`config.mk`:
```
export PLATFORM = sky130hd
export DESIGN_NAME = mac_seq_ctrl_flat
export DESIGN_NICKNAME = d
export VERILOG_FILES = /design/src/rtl/mac_seq_ctrl_if.sv /design/src/rtl/mac_seq_ctrl.sv /design/src/flat_wrapper.sv
export SDC_FILE = /design/constraint.sdc
export NUM_CORES = 1
export LEC_CHECK = 0
export ABC_AREA = 1
export CAP_MARGIN = 20
export CELL_PAD_IN_SITES_DETAIL_PLACEMENT = 1
export CELL_PAD_IN_SITES_GLOBAL_PLACEMENT = 1
export CORE_MARGIN = 2
export CORE_UTILIZATION = 43
export DETAILED_ROUTE_END_ITERATION = 16
export DONT_BUFFER_PORTS = 1
export GPL_ROUTABILITY_DRIVEN = 0
export PLACE_DENSITY_LB_ADDON = 0.1
export SYNTH_ARGS = -nofsm -noshare
export SYNTH_HDL_FRONTEND = slang
export SYNTH_SLANG_ARGS = --single-unit
```
`constraint.sdc`:
```
create_clock -name clk -period 2.4 [get_ports clk]
set_input_delay 0.36 -clock clk [delete_from_list [all_inputs] [get_ports clk]]
set_output_delay 0.36 -clock clk [all_outputs]
set_load 0.03 [all_outputs]
```
`src/rtl/mac_seq_ctrl_if.sv`:
```
// mac_seq_ctrl_if: request, sample-write, MAC and result-handshake signals
// that connect the MAC sequencer to its filter datapath and consumer.
// slave  = the sequencer side, master = the datapath/consumer side.
interface mac_seq_ctrl_if #(
  parameter int ADDR_WIDTH = 4,
  parameter int WIDTH      = 24,
  parameter int OUT_WIDTH  = 16
);
  logic                  start;
  logic                  ready;
  logic                  samp_wr;
  logic [ADDR_WIDTH-1:0] coef_addr;
  logic [ADDR_WIDTH-1:0] samp_addr;
  logic                  mac_clr;
  logic                  mac_wr_en;
  logic [WIDTH-1:0]      mac_acc;
  logic [OUT_WIDTH-1:0]  result;
  logic                  valid;
  logic                  ack;

  modport slave (
    input  start, samp_wr, mac_acc, ack,
    output ready, coef_addr, samp_addr, mac_clr, mac_wr_en, result, valid
  );

  modport master (
    output start, samp_wr, mac_acc, ack,
    input  ready, coef_addr, samp_addr, mac_clr, mac_wr_en, result, valid
  );
endinterface

```
`src/rtl/mac_seq_ctrl.sv`:
```
// mac_seq_ctrl: runs one NTAPS-long dot product per request on an external
// MAC, walking the coefficient ROM forwards and the sample ring backwards
// from the newest sample, then returns the formatted accumulator on a
// valid/ack handshake.
// Optional feature macro: MAC_SEQ_CTRL_SAT_EN (saturate the result to the
// signed OUT_WIDTH range instead of truncating to the low bits).
//
// state | meaning
// IDLE  | ready for a run request
// CLEAR | MAC loads 0, tap 0 addresses presented
// ACCUM | NTAPS cycles of accumulation, next tap addressed each cycle
// CAPT  | accumulator registered into the result
// OUT   | result valid, waiting for ack
module mac_seq_ctrl #(
  parameter int NTAPS      = 16,
  parameter int ADDR_WIDTH = 4,
  parameter int WIDTH      = 24,
  parameter int OUT_WIDTH  = 16
) (
  input logic         clk,
  input logic         rst,
  mac_seq_ctrl_if.slave bus
);

  localparam logic [2:0] S_IDLE  = 3'd0;
  localparam logic [2:0] S_CLEAR = 3'd1;
  localparam logic [2:0] S_ACCUM = 3'd2;
  localparam logic [2:0] S_CAPT  = 3'd3;
  localparam logic [2:0] S_OUT   = 3'd4;

  localparam int CW = $clog2(NTAPS);
  localparam logic [ADDR_WIDTH-1:0] LAST_SLOT = ADDR_WIDTH'(NTAPS - 1);
  localparam logic [CW-1:0]         REM_INIT  = CW'(NTAPS - 1);

  logic [2:0]            state;
  logic [ADDR_WIDTH-1:0] base;
  logic [ADDR_WIDTH-1:0] base_next;
  logic [ADDR_WIDTH-1:0] tap;
  logic [ADDR_WIDTH-1:0] samp;
  logic [ADDR_WIDTH-1:0] samp_dec;
  logic [CW-1:0]         rem;
  logic [OUT_WIDTH-1:0]  result;
  logic [OUT_WIDTH-1:0]  fmt_val;
  logic                  addr_on;

  // Ring pointer advance with explicit wrap so NTAPS need not be a power of two
  always_comb begin
    base_next = base;
    if (bus.samp_wr) begin
      base_next = (base == LAST_SLOT) ? '0 : base + ADDR_WIDTH'(1);
    end
  end

  // Walking backwards through the ring, newest sample first
  always_comb begin
    samp_dec = (samp == '0) ? LAST_SLOT : samp - ADDR_WIDTH'(1);
  end

  // Base pointer tracks the newest written slot in every state
  always_ff @(posedge clk) begin
    if (rst) begin
      base <= '0;
    end else begin
      base <= base_next;
    end
  end

  // Run sequencing; samp holds the run's own copy of the base, so sample
  // writes during a run do not disturb its addressing. rem counts the
  // remaining ACCUM cycles down to the terminal count of zero.
  always_ff @(posedge clk) begin
    if (rst) begin
      state <= S_IDLE;
      tap   <= '0;
      samp  <= '0;
      rem   <= '0;
    end else begin
      case (state)
        S_IDLE: begin
          if (bus.start) begin
            state <= S_CLEAR;
            tap   <= '0;
            samp  <= base_next;
          end
        end
        S_CLEAR: begin
          state <= S_ACCUM;
          tap   <= tap + ADDR_WIDTH'(1);
          samp  <= samp_dec;
          rem   <= REM_INIT;
        end
        S_ACCUM: begin
          if (rem == '0) begin
            state <= S_CAPT;
          end else begin
            rem  <= rem - CW'(1);
            tap  <= tap + ADDR_WIDTH'(1);
            samp <= samp_dec;
          end
        end
        S_CAPT: begin
          state <= S_OUT;
        end
        S_OUT: begin
          if (bus.ack) begin
            state <= S_IDLE;
          end
        end
        default: begin
          state <= S_IDLE;
        end
      endcase
    end
  end

`ifdef MAC_SEQ_CTRL_SAT_EN
  localparam logic signed [WIDTH-1:0] SAT_MAX =
    {{(WIDTH-OUT_WIDTH+1){1'b0}}, {(OUT_WIDTH-1){1'b1}}};
  localparam logic signed [WIDTH-1:0] SAT_MIN = ~SAT_MAX;

  // Clamp the signed accumulator into the signed result range
  always_comb begin
    fmt_val = bus.mac_acc[OUT_WIDTH-1:0];
    if ($signed(bus.mac_acc) > SAT_MAX) begin
      fmt_val = SAT_MAX[OUT_WIDTH-1:0];
    end else if ($signed(bus.mac_acc) < SAT_MIN) begin
      fmt_val = SAT_MIN[OUT_WIDTH-1:0];
    end
  end
`else
  // Keep the low bits; overflow wraps silently
  always_comb begin
    fmt_val = bus.mac_acc[OUT_WIDTH-1:0];
  end
`endif

  // Result register, loaded once per run and held through the handshake
  always_ff @(posedge clk) begin
    if (rst) begin
      result <= '0;
    end else if (state == S_CAPT) begin
      result <= fmt_val;
    end
  end

  // The last ACCUM cycle has no further tap to address, so it reads 0 like idle
  assign addr_on = (state == S_CLEAR) || ((state == S_ACCUM) && (rem != '0));

  assign bus.ready     = (state == S_IDLE);
  assign bus.valid     = (state == S_OUT);
  assign bus.mac_clr   = (state == S_CLEAR);
  assign bus.mac_wr_en = (state == S_CLEAR) || (state == S_ACCUM);
  assign bus.coef_addr = addr_on ? tap  : '0;
  assign bus.samp_addr = addr_on ? samp : '0;
  assign bus.result    = result;

endmodule

```
`src/flat_wrapper.sv`:
```
// flat-port wrapper written by rule: the top's interface ports become plain ports
module mac_seq_ctrl_flat 
#(
  parameter int NTAPS      = 16,
  parameter int ADDR_WIDTH = 4,
  parameter int WIDTH      = 24,
  parameter int OUT_WIDTH  = 16
)
  (clk, rst, bus_start, bus_samp_wr, bus_mac_acc, bus_ack, bus_ready, bus_coef_addr, bus_samp_addr, bus_mac_clr, bus_mac_wr_en, bus_result, bus_valid);
  mac_seq_ctrl_if #(.ADDR_WIDTH(ADDR_WIDTH), .WIDTH(WIDTH), .OUT_WIDTH(OUT_WIDTH)) bus_i ();
  input logic clk;
  input logic rst;
  input wire logic [$bits(bus_i.start)-1:0] bus_start;
  input wire logic [$bits(bus_i.samp_wr)-1:0] bus_samp_wr;
  input wire logic [$bits(bus_i.mac_acc)-1:0] bus_mac_acc;
  input wire logic [$bits(bus_i.ack)-1:0] bus_ack;
  output wire logic [$bits(bus_i.ready)-1:0] bus_ready;
  output wire logic [$bits(bus_i.coef_addr)-1:0] bus_coef_addr;
  output wire logic [$bits(bus_i.samp_addr)-1:0] bus_samp_addr;
  output wire logic [$bits(bus_i.mac_clr)-1:0] bus_mac_clr;
  output wire logic [$bits(bus_i.mac_wr_en)-1:0] bus_mac_wr_en;
  output wire logic [$bits(bus_i.result)-1:0] bus_result;
  output wire logic [$bits(bus_i.valid)-1:0] bus_valid;
  assign bus_i.start = bus_start;
  assign bus_i.samp_wr = bus_samp_wr;
  assign bus_i.mac_acc = bus_mac_acc;
  assign bus_i.ack = bus_ack;
  assign bus_ready = bus_i.ready;
  assign bus_coef_addr = bus_i.coef_addr;
  assign bus_samp_addr = bus_i.samp_addr;
  assign bus_mac_clr = bus_i.mac_clr;
  assign bus_mac_wr_en = bus_i.mac_wr_en;
  assign bus_result = bus_i.result;
  assign bus_valid = bus_i.valid;
  mac_seq_ctrl #(.NTAPS(NTAPS), .ADDR_WIDTH(ADDR_WIDTH), .WIDTH(WIDTH), .OUT_WIDTH(OUT_WIDTH)) u_core (.clk(clk), .rst(rst), .bus(bus_i));
endmodule
```
==> flow_summary_export.csv, run 1 <==
group,metric,value,unit
status,outcome,"complete, no violations",
sta,finalSetupViolations,0,
floorplan,rows,22,
clocking,clk_pin_slew,0.08,ns
worst_setup_path,cp_num_buf_inv,2,
global_route,grt_max_degree,22,
clocking,cts_resized,0,
sta,fin_skew,0.007136,ns
global_route,grt_pass1_wl,6596,µm
clocking,cts_tree,"built",
yosys,synthCells,233,
yosys,synth_warnings,0,
global_route,grtUsageTotal,0.2014,
yosys,syn-num-nets,267,
sta,fin_crit_sh,0.9338,
power,power.leakage,0.7924,nW
worst_setup_path,endpoint_kind,"output port",
cells_and_area,area_growth,7.611,%
global_route,grt_pass1_vias,1514,
sta,clock.fmax,446.2,MHz
floorplan,initial_core_util,0.4491,
power,p_sw_frac,0.4174,
cells_and_area,layout-drive-gt1-share,0.1097,
power,p_comb_frac,0.328,
yosys,synth_async_sr_flop_share,0,
yosys,synthFlopType,"dfxtp_1",
power,pwr-share-clk,0.236,
clocking,postCtsSetupRepairBufs,0,
run,maxCapViolations,0,
clocking,cts_made_buffers,5,
yosys,synthTopCellsByArea,"dfxtp_1 43%, nor2_1 12%, o21ai_0 7.3%, nand2_1 7.3%, inv_1 5.9%",
clocking,insertion_delay,0.29,ns
yosys,synthTopCellsByCount,"54 x nor2_1, 35 x dfxtp_1, 32 x nand2_1",
hold_path,min_from,"rst",
global_route,antenna_found_initial,0,
worst_setup_path,critical_path.max_fanout,12,
detailed_routing,vias_per_cell,5.140,
hold_path,worstHoldPathType,"input pin to flip-flop",
worst_setup_path,crit_path_start_kind,"flip-flop",
yosys,syn-mean-instance-area,7.056,µm²
worst_setup_path,rr_worst_depth,8,
power,intPower,0.001030,W
place,port_buffers,0,
floorplan,die-width,65.84,µm
power,switchingPower,0.0007380,W
sta,drv_slew,0,
worst_setup_path,critical_path_class,"flip-flop to output port",
detailed_routing,drt-total-wl,3946,µm
yosys,yosys_register_bits,35,
yosys,post-synth-top-count-cell,"nor2_1",
detailed_routing,drt_first_iter_violations,50,
worst_setup_path,critical-path-top-delay-family,"simple AND/OR/NAND/NOR gates",
sta,rsz0062_at_grt,"false",
cells_and_area,diodes,0,
worst_setup_path,cp_common_cell,"nand2_2",
detailed_routing,postRouteAntennaNets,0,
floorplan,core,3661,µm²
global_route,grt_overflow,0,
worst_setup_path,crit_chain,"inv_1 -> ha_1 -> nand3_1 -> nand2_2 -> nand2_2 -> inv_2 -> nor2_1",
power,cellPowerDensity,999.4,nW/µm²
worst_setup_path,rrSetupSlack,0.84,ns
place,dp_hpwl,2956,µm
sta,worst_slew_pin_slew,0.5531,ns
yosys,synth_top_area_frac,0.4262,
clocking,postCtsHoldBufs,0,
floorplan,die_h,65.84,µm
clocking,cts_buffer_depth,2,
sta,period_minus_slack,2.241,ns
clocking,root_buffer,"clkbuf_8",
detailed_routing,wl_per_cell,13.85,µm
sta,hold_violations,0,
hold_path,hold_depth,1,
worst_setup_path,cpPeakStageDelay,0.45,ns
yosys,yosysTopAreaCell,"dfxtp_1",
clocking,clock-sinks,35,
yosys,synth_area,1644,µm²
yosys,ys_seq_area_frac,0.4262,
floorplan,pin_count,57,
worst_setup_path,timing.rr.end,"u_core.samp[1]",
sta,hold_ws,0.1312,ns
power,pwr-share-seq,0.435,
clocking,htree_num_levels,2,
worst_setup_path,slowest_stage,"nor2_1",
cells_and_area,nets,270,
hold_path,holdPathEnd,"u_core.state[2]",
sta,final.setup.tns,0,ns
worst_setup_path,crit_required,2.04,ns
worst_setup_path,worstReg2RegStart,"u_core.rem[0]",
sta,slew_headroom,0.6299,
yosys,synth_edf_count,0,
detailed_routing,vias,1465,
floorplan,dieArea,4334,µm²
worst_setup_path,arrival,1.88,ns
detailed_routing,dr.pass1.iters,4,
power,vdd_drop_max,497.0,µV
yosys,ys_types,21,
detailed_routing,route.detailed.drc,0,
stage by stage:
stage | power [W] | cells | worst slack [ns] | cell area, µm² | utilization
final | 0.001768 | 285 | 0.1588 | 1769 | 0.4833
after global placement | 0.001321 | 277 | 0.5282 | 1680 | 0.4590
after detailed placement | 0.001364 | 277 | 0.4895 | 1680 | 0.4590
after CTS | 0.001790 | 285 | 0.1341 | 1769 | 0.4833
after global routing | 0.001897 | 285 | 0.005674 | 1769 | 0.4833
after floorplan | 0.001252 | 233 | 0.5835 | 1644 | -
layout make-up:
cell class | count | area (µm²)
Fill cell | 499 | 1892
Multi-Input combinational cell | 161 | 788.3
Sequential cell | 35 | 700.7
Inverter | 31 | 116.4
Clock buffer | 5 | 68.82
Tap cell | 48 | 60.06
Clock inverter | 3 | 20.02
Timing Repair Buffer | 2 | 15.01
state kept, by name, summed over array words and instances, names as in the netlist:
signal             flops
u_core.rem             4
u_core.base            4
u_core.state           3
u_core.bus.result     16
u_core.samp            4
u_core.tap             4
layer usage:
metal  global-route usage  up-vias  share of wire
met5                    0        -              0
met4               0.1172        0          0.019
met3              0.04429        7          0.053
met2               0.3662       41           0.50
met1               0.2107      680           0.43
li1                     -      737              -
worst reg2reg max path, cell delays in order (launching register included):
cell	delay, ns
dfxtp_1	0.31
inv_1	0.10
ha_1	0.23
nand3_1	0.18
nor2_4	0.05
nor2_4	0.23
inv_2	0.12
nor3_1	0.16
nor2_1	0.06
worst max path at each step:
| stage | from | end | slack [ns] | depth (start not counted) |
|---|---|---|---|---|
| final | u_core.rem[0] | bus_coef_addr[3] | 0.16 | 7 |
| after global routing | u_core.rem[0] | bus_samp_addr[2] | 0.006 | 7 |
| after CTS | u_core.rem[0] | bus_coef_addr[3] | 0.13 | 7 |
| after detailed placement | u_core.rem[0] | bus_coef_addr[3] | 0.49 | 7 |
| after global placement | u_core.rem[0] | bus_coef_addr[3] | 0.53 | 7 |
| after floorplan | u_core.rem[0] | bus_coef_addr[0] | 0.58 | 8 |
cells in the final DEF (no fill, tap or decap), types with 5 or more instances in the layout:
cell	instances
inv_2	5
ha_1	5
clkbuf_8	5
a21oi_1	10
o21ai_0	24
nor2_1	54
nand2_1	32
nand3_1	18
inv_1	26
dfxtp_1	35
cell families (layout without fill, tap and decap cells):
family                     Yosys count  after routing  share of synthesized area
and+or+nand+nor                    117            117                     0.3113
buffers and inverters               37             41                    0.09436
AOI/OAI and AO/OA                   36             36                     0.1142
DFF                                 35             35                     0.4262
adders and majority gates            5              5                    0.03805
xor gates and xnor gates             3              3                    0.01598
power by group through the flow:
stage	clock network (W)	logic, W	registers (W)
floorplan	0	0.000485	0.000766
global placement	0	0.000543	0.000778
detailed placement	0	0.000582	0.000782
CTS	0.000432	0.000589	0.000770
global route	0.000458	0.000657	0.000782
finish	0.000418	0.000581	0.000770
Note: power is estimated with default switching activity, not from simulation.
==> run 2: changes to the inputs <==
- ABC_CLOCK_PERIOD_IN_PS: default -> 2400
- CORE_MARGIN: 2 -> 1
==> flow_summary_export.csv, run 2 (synthesis results as in run 1) <==
group,metric,value,unit
worst_setup_path,endpoint_kind,"output port",
worst_setup_path,arrival,1.88,ns
clocking,clk_pin_slew,0.07,ns
floorplan,die-width,63.84,µm
cells_and_area,finalInstanceArea,1780,µm²
power,p_comb_frac,0.322,
hold_path,worstHoldPathType,"input pin to flip-flop",
floorplan,rows,22,
worst_setup_path,cp_num_buf_inv,2,
place,dp_hpwl,2949,µm
sta,hold_ws,0.1389,ns
detailed_routing,postRouteAntennaNets,0,
detailed_routing,vias_per_cell,5.123,
power,pwr-share-clk,0.253,
global_route,grt_max_degree,22,
power,intPower,0.001091,W
worst_setup_path,crit_path_start_kind,"flip-flop",
run,maxCapViolations,0,
clocking,cts_resized,0,
sta,clock.fmax,446.2,MHz
cells_and_area,nets,270,
worst_setup_path,critical_path.max_fanout,12,
cells_and_area,nFillCells,494,
power,pwr-share-seq,0.424,
place,placed_area,1680,µm²
power,p_sw_frac,0.3986,
detailed_routing,drt-total-wl,3934,µm
detailed_routing,drt_first_iter_violations,83,
floorplan,die_h,63.84,µm
detailed_routing,vias,1460,
global_route,antenna_found_initial,0,
cells_and_area,ff_latch_area,700.7,µm²
clocking,cts_made_buffers,5,
clocking,postCtsSetupRepairBufs,0,
worst_setup_path,cp_common_cell,"nand2_2",
clocking,cts_buffer_depth,2,
floorplan,pin_count,57,
sta,drv_slew,0,
floorplan,dieArea,4075,µm²
power,switchingPower,0.0007228,W
detailed_routing,wl_per_cell,13.80,µm
power,cellPowerDensity,1018,nW/µm²
clocking,insertion_delay,0.28,ns
place,port_buffers,0,
worst_setup_path,crit_required,2.04,ns
cells_and_area,layout-drive-gt1-share,0.1055,
sta,rsz0062_at_grt,"false",
clocking,cts_tree,"built",
cells_and_area,largest_register_ff_count,16,
clocking,postCtsHoldBufs,0,
global_route,grt_overflow,0,
floorplan,initial_core_util,0.4491,
cells_and_area,layout_commonest_cell,"nor2_1",
worst_setup_path,crit_chain,"inv_1 -> ha_1 -> nand3_1 -> nand2_2 -> nand2_2 -> inv_2 -> nor2_1",
cells_and_area,area_growth,8.295,%
global_route,grtUsageTotal,0.2086,
floorplan,core,3661,µm²
sta,finalSetupViolations,0,
sta,hold_violations,0,
worst_setup_path,critical-path-top-delay-family,"simple AND/OR/NAND/NOR gates",
detailed_routing,route.detailed.drc,0,
worst_setup_path,cpPeakStageDelay,0.46,ns
global_route,grt_pass1_wl,6479,µm
power,power.leakage,0.8038,nW
detailed_routing,dr.pass1.iters,4,
status,outcome,"complete, no violations",
sta,fin_crit_sh,0.9338,
cells_and_area,final_cell_mix,"54 x nor2_1, 35 x dfxtp_1, 32 x nand2_1",
cells_and_area,largest-register,"u_core.bus.result",
cells_and_area,multi_input_area,788.3,µm²
power,vdd_drop_max,409.4,µV
clocking,root_buffer,"clkbuf_8",
clocking,htree_num_levels,2,
sta,worst_slew_pin_slew,0.5630,ns
sta,period_minus_slack,2.241,ns
sta,slew_headroom,0.6233,
sta,fin_skew,0.005428,ns
worst_setup_path,critical_path_class,"flip-flop to output port",
clocking,clock-sinks,35,
global_route,grt_pass1_vias,1473,
cells_and_area,diodes,0,
worst_setup_path,slowest_stage,"nor2_1",
sta,final.setup.tns,0,ns
run 2: cell type report:
cell class	instances	share of cell area
multi-input combinational	161	0.4427
sequential	35	0.3935
inverter	31	0.06536
clock buffer	8	0.05622
tap	48	0.03373
timing repair buffer	2	0.008433
run 2: power by group through the flow:
stage          clock, W  sequential [W]  combinational, W
3_3_place_gp          0        0.000777          0.000543
4_1_cts        0.000470        0.000770          0.000590
2_1_floorplan         0        0.000766          0.000485
6_report       0.000460        0.000770          0.000584
5_1_grt        0.000499        0.000781          0.000663
3_5_place_dp          0        0.000782          0.000585
run 2: routing by layer:
layer / share of wire / wire [µm] / global-route usage / vias up
met1: 0.42 / 1657 / 0.2275 / 677
li1: - / - / - / 740
met4: 0.013 / 52 / 0.08523 / 0
met3: 0.061 / 240 / 0.06250 / 5
met2: 0.50 / 1984 / 0.3723 / 38
met5: 0 / 0 / 0 / -
run 2: final timing paths:
kind / from / slack (ns) / cells past startpoint / to
worst max register to register: u_core.rem[0] / 0.86 / 8 / u_core.samp[1]
worst min register to register: u_core.tap[3] / 0.46 / 2 / u_core.tap[3]
worst max-delay path: u_core.rem[0] / 0.16 / 7 / bus_samp_addr[0]
worst min-delay path: rst / 0.14 / 1 / u_core.rem[3]
run 2: through the flow:
stage / utilization / worst slack (ns) / total power, W / instances
3_3_place_gp: 0.4590 / 0.5281 / 0.001320 / 277
6_report: 0.4863 / 0.1589 / 0.001813 / 285
5_1_grt: 0.4863 / 0.01381 / 0.001944 / 285
2_1_floorplan: - / 0.5835 / 0.001252 / 233
4_1_cts: 0.4863 / 0.1497 / 0.001830 / 285
3_5_place_dp: 0.4590 / 0.4705 / 0.001367 / 277
==> run 3: changes to the inputs <==
- ABC_CLOCK_PERIOD_IN_PS: 2400 -> 2600
- CORE_UTILIZATION: 43 -> 46
- clock period: 2.4 -> 2.6 ns (I/O delays scaled with it)
==> flow_summary_export.csv, run 3 (synthesis results as in run 1) <==
group,metric,value,unit
sta,fin_skew,0.01234,ns
clocking,cts_resized,0,
worst_setup_path,rrSetupSlack,0.95,ns
cells_and_area,largest-register,"u_core.bus.result",
clocking,root_buffer,"clkbuf_4",
place,port_buffers,0,
floorplan,die-width,61.79,µm
sta,period_minus_slack,2.347,ns
clocking,clock-sinks,35,
clocking,cts_buffer_depth,2,
clocking,insertion_delay,0.35,ns
cells_and_area,layout-drive-gt1-share,0.1059,
global_route,gr-usage-met3,0.05383,
worst_setup_path,cpPeakStageDelay,0.45,ns
worst_setup_path,endpoint_kind,"output port",
clocking,htree_num_levels,2,
power,finalPower,0.001537,W
hold_path,worstHoldPathType,"input pin to flip-flop",
worst_setup_path,worstReg2RegStart,"u_core.state[0]",
cells_and_area,final_cell_mix,"54 x nor2_1, 35 x dfxtp_1, 32 x nand2_1",
worst_setup_path,critical_path_class,"flip-flop to output port",
floorplan,initial_core_util,0.4850,
worst_setup_path,cp-endpoint,"bus_samp_addr[1]",
detailed_routing,drt-total-wl,3959,µm
sta,clock.fmax,426.1,MHz
sta,worst_slew_pin_slew,0.5900,ns
worst_setup_path,cp_common_cell,"nand2_2",
power,power.leakage,0.7816,nW
detailed_routing,vias_per_cell,5.191,
run,maxCapViolations,0,
detailed_routing,postRouteAntennaNets,0,
cells_and_area,largest_register_ff_count,16,
worst_setup_path,crit_required,2.21,ns
floorplan,rows,21,
worst_setup_path,crit_chain,"inv_1 -> ha_1 -> nand3_1 -> nand2_2 -> nand2_2 -> inv_2 -> nor2_1",
power,cellPowerDensity,892.3,nW/µm²
global_route,grt_pass1_vias,1479,
clocking,postCtsSetupRepairBufs,0,
global_route,grtUsageTotal,0.2243,
global_route,grt_pass1_wl,6203,µm
global_route,grt_max_degree,22,
global_route,antenna_found_initial,0,
cells_and_area,area_growth,4.794,%
sta,final.setup.tns,0,ns
sta,finalSetupViolations,0,
sta,drv_slew,0,
floorplan,core,3390,µm²
floorplan,dieArea,3817,µm²
clocking,postCtsHoldBufs,0,
global_route,grt_util_met1,0.2443,
floorplan,die_h,61.79,µm
sta,slew_headroom,0.6054,
floorplan,pin_count,57,
worst_setup_path,slowest_stage,"nor2_1",
worst_setup_path,crit_start,"u_core.rem[0]",
clocking,cts_tree,"built",
worst_setup_path,critical_path.max_fanout,12,
worst_setup_path,arrival,1.96,ns
status,outcome,"complete, no violations",
detailed_routing,route.detailed.drc,0,
worst_setup_path,rr_worst_depth,5,
clocking,cts_made_buffers,5,
cells_and_area,layout_commonest_cell,"nor2_1",
detailed_routing,drt_first_iter_violations,32,
cells_and_area,final_util,0.5083,
worst_setup_path,timing.rr.end,"u_core.bus.result[3]",
power,vdd_drop_max,456.8,µV
sta,rsz0062_at_grt,"false",
cells_and_area,nets,269,
global_route,top_usage_layer,"met2",
detailed_routing,dr.pass1.iters,4,
sta,hold_violations,0,
sta,fin_crit_sh,0.9026,
worst_setup_path,crit_path_start_kind,"flip-flop",
place,dp_hpwl,2897,µm
hold_path,min_from,"rst",
clocking,clk_pin_slew,0.12,ns
global_route,grt_util_met2,0.4101,
cells_and_area,diodes,0,
global_route,grt_overflow,0,
detailed_routing,vias,1464,
detailed_routing,wl_per_cell,14.04,µm
==> run 3: where the power goes <==
group          total [W]  internal [W]  switching (W)  leakage (nW)
combinational   0.000533      0.000150       0.000383         0.462
sequential      0.000711      0.000612      0.0000992         0.285
clock           0.000293      0.000101       0.000193        0.0347
total            0.00154      0.000862       0.000675         0.782
==> run 3: area by class of cell <==
type / count / area, µm²
clock inverter: 3 / 15.01
tap: 46 / 57.56
multi-input combinational: 161 / 788.3
sequential: 35 / 700.7
fill: 446 / 1667
timing repair buffer: 1 / 7.507
clock buffer: 5 / 37.54
inverter: 31 / 116.4
==> run 3: routing by layer <==
| layer | routed length (µm) | share of wire | up-vias |
|---|---|---|---|
| li1 | - | - | 736 |
| met1 | 1724 | 0.44 | 693 |
| met3 | 144 | 0.036 | 10 |
| met4 | 71 | 0.018 | 0 |
| met2 | 2018 | 0.51 | 25 |
| met5 | 0 | 0 | - |
==> run 3: stage by stage <==
stage               hold WS [ns]  worst slack [ns]  area (µm²)  std cells
finish                   0.08174            0.2532        1723        282
global route             0.07741            0.1077        1723        282
CTS                      0.08049            0.2535        1723        282
detailed placement        0.4610            0.6644        1670        274
global placement          0.4478            0.7073        1670        274
floorplan                 0.4384            0.7535        1644        233
==> run 3: worst min-delay path by stage <==
| stage | endpoint | slack (ns) | depth (start not counted) |
|---|---|---|---|
| floorplan | u_core.tap[3] | 0.44 | 2 |
| finish | u_core.rem[2] | 0.08 | 1 |
| global route | u_core.tap[1] | 0.08 | 1 |
| detailed placement | u_core.tap[3] | 0.46 | 2 |
| global placement | u_core.tap[3] | 0.45 | 2 |
| CTS | u_core.rem[2] | 0.08 | 1 |
==> run 3: worst max-delay path, delay by kind of cell (launching register included) <==
family / cells / cell delay (ns)
fa+ha+maj: 1 / 0.23
simple gates: 4 / 0.81
flops: 1 / 0.33
buf+inv: 2 / 0.22
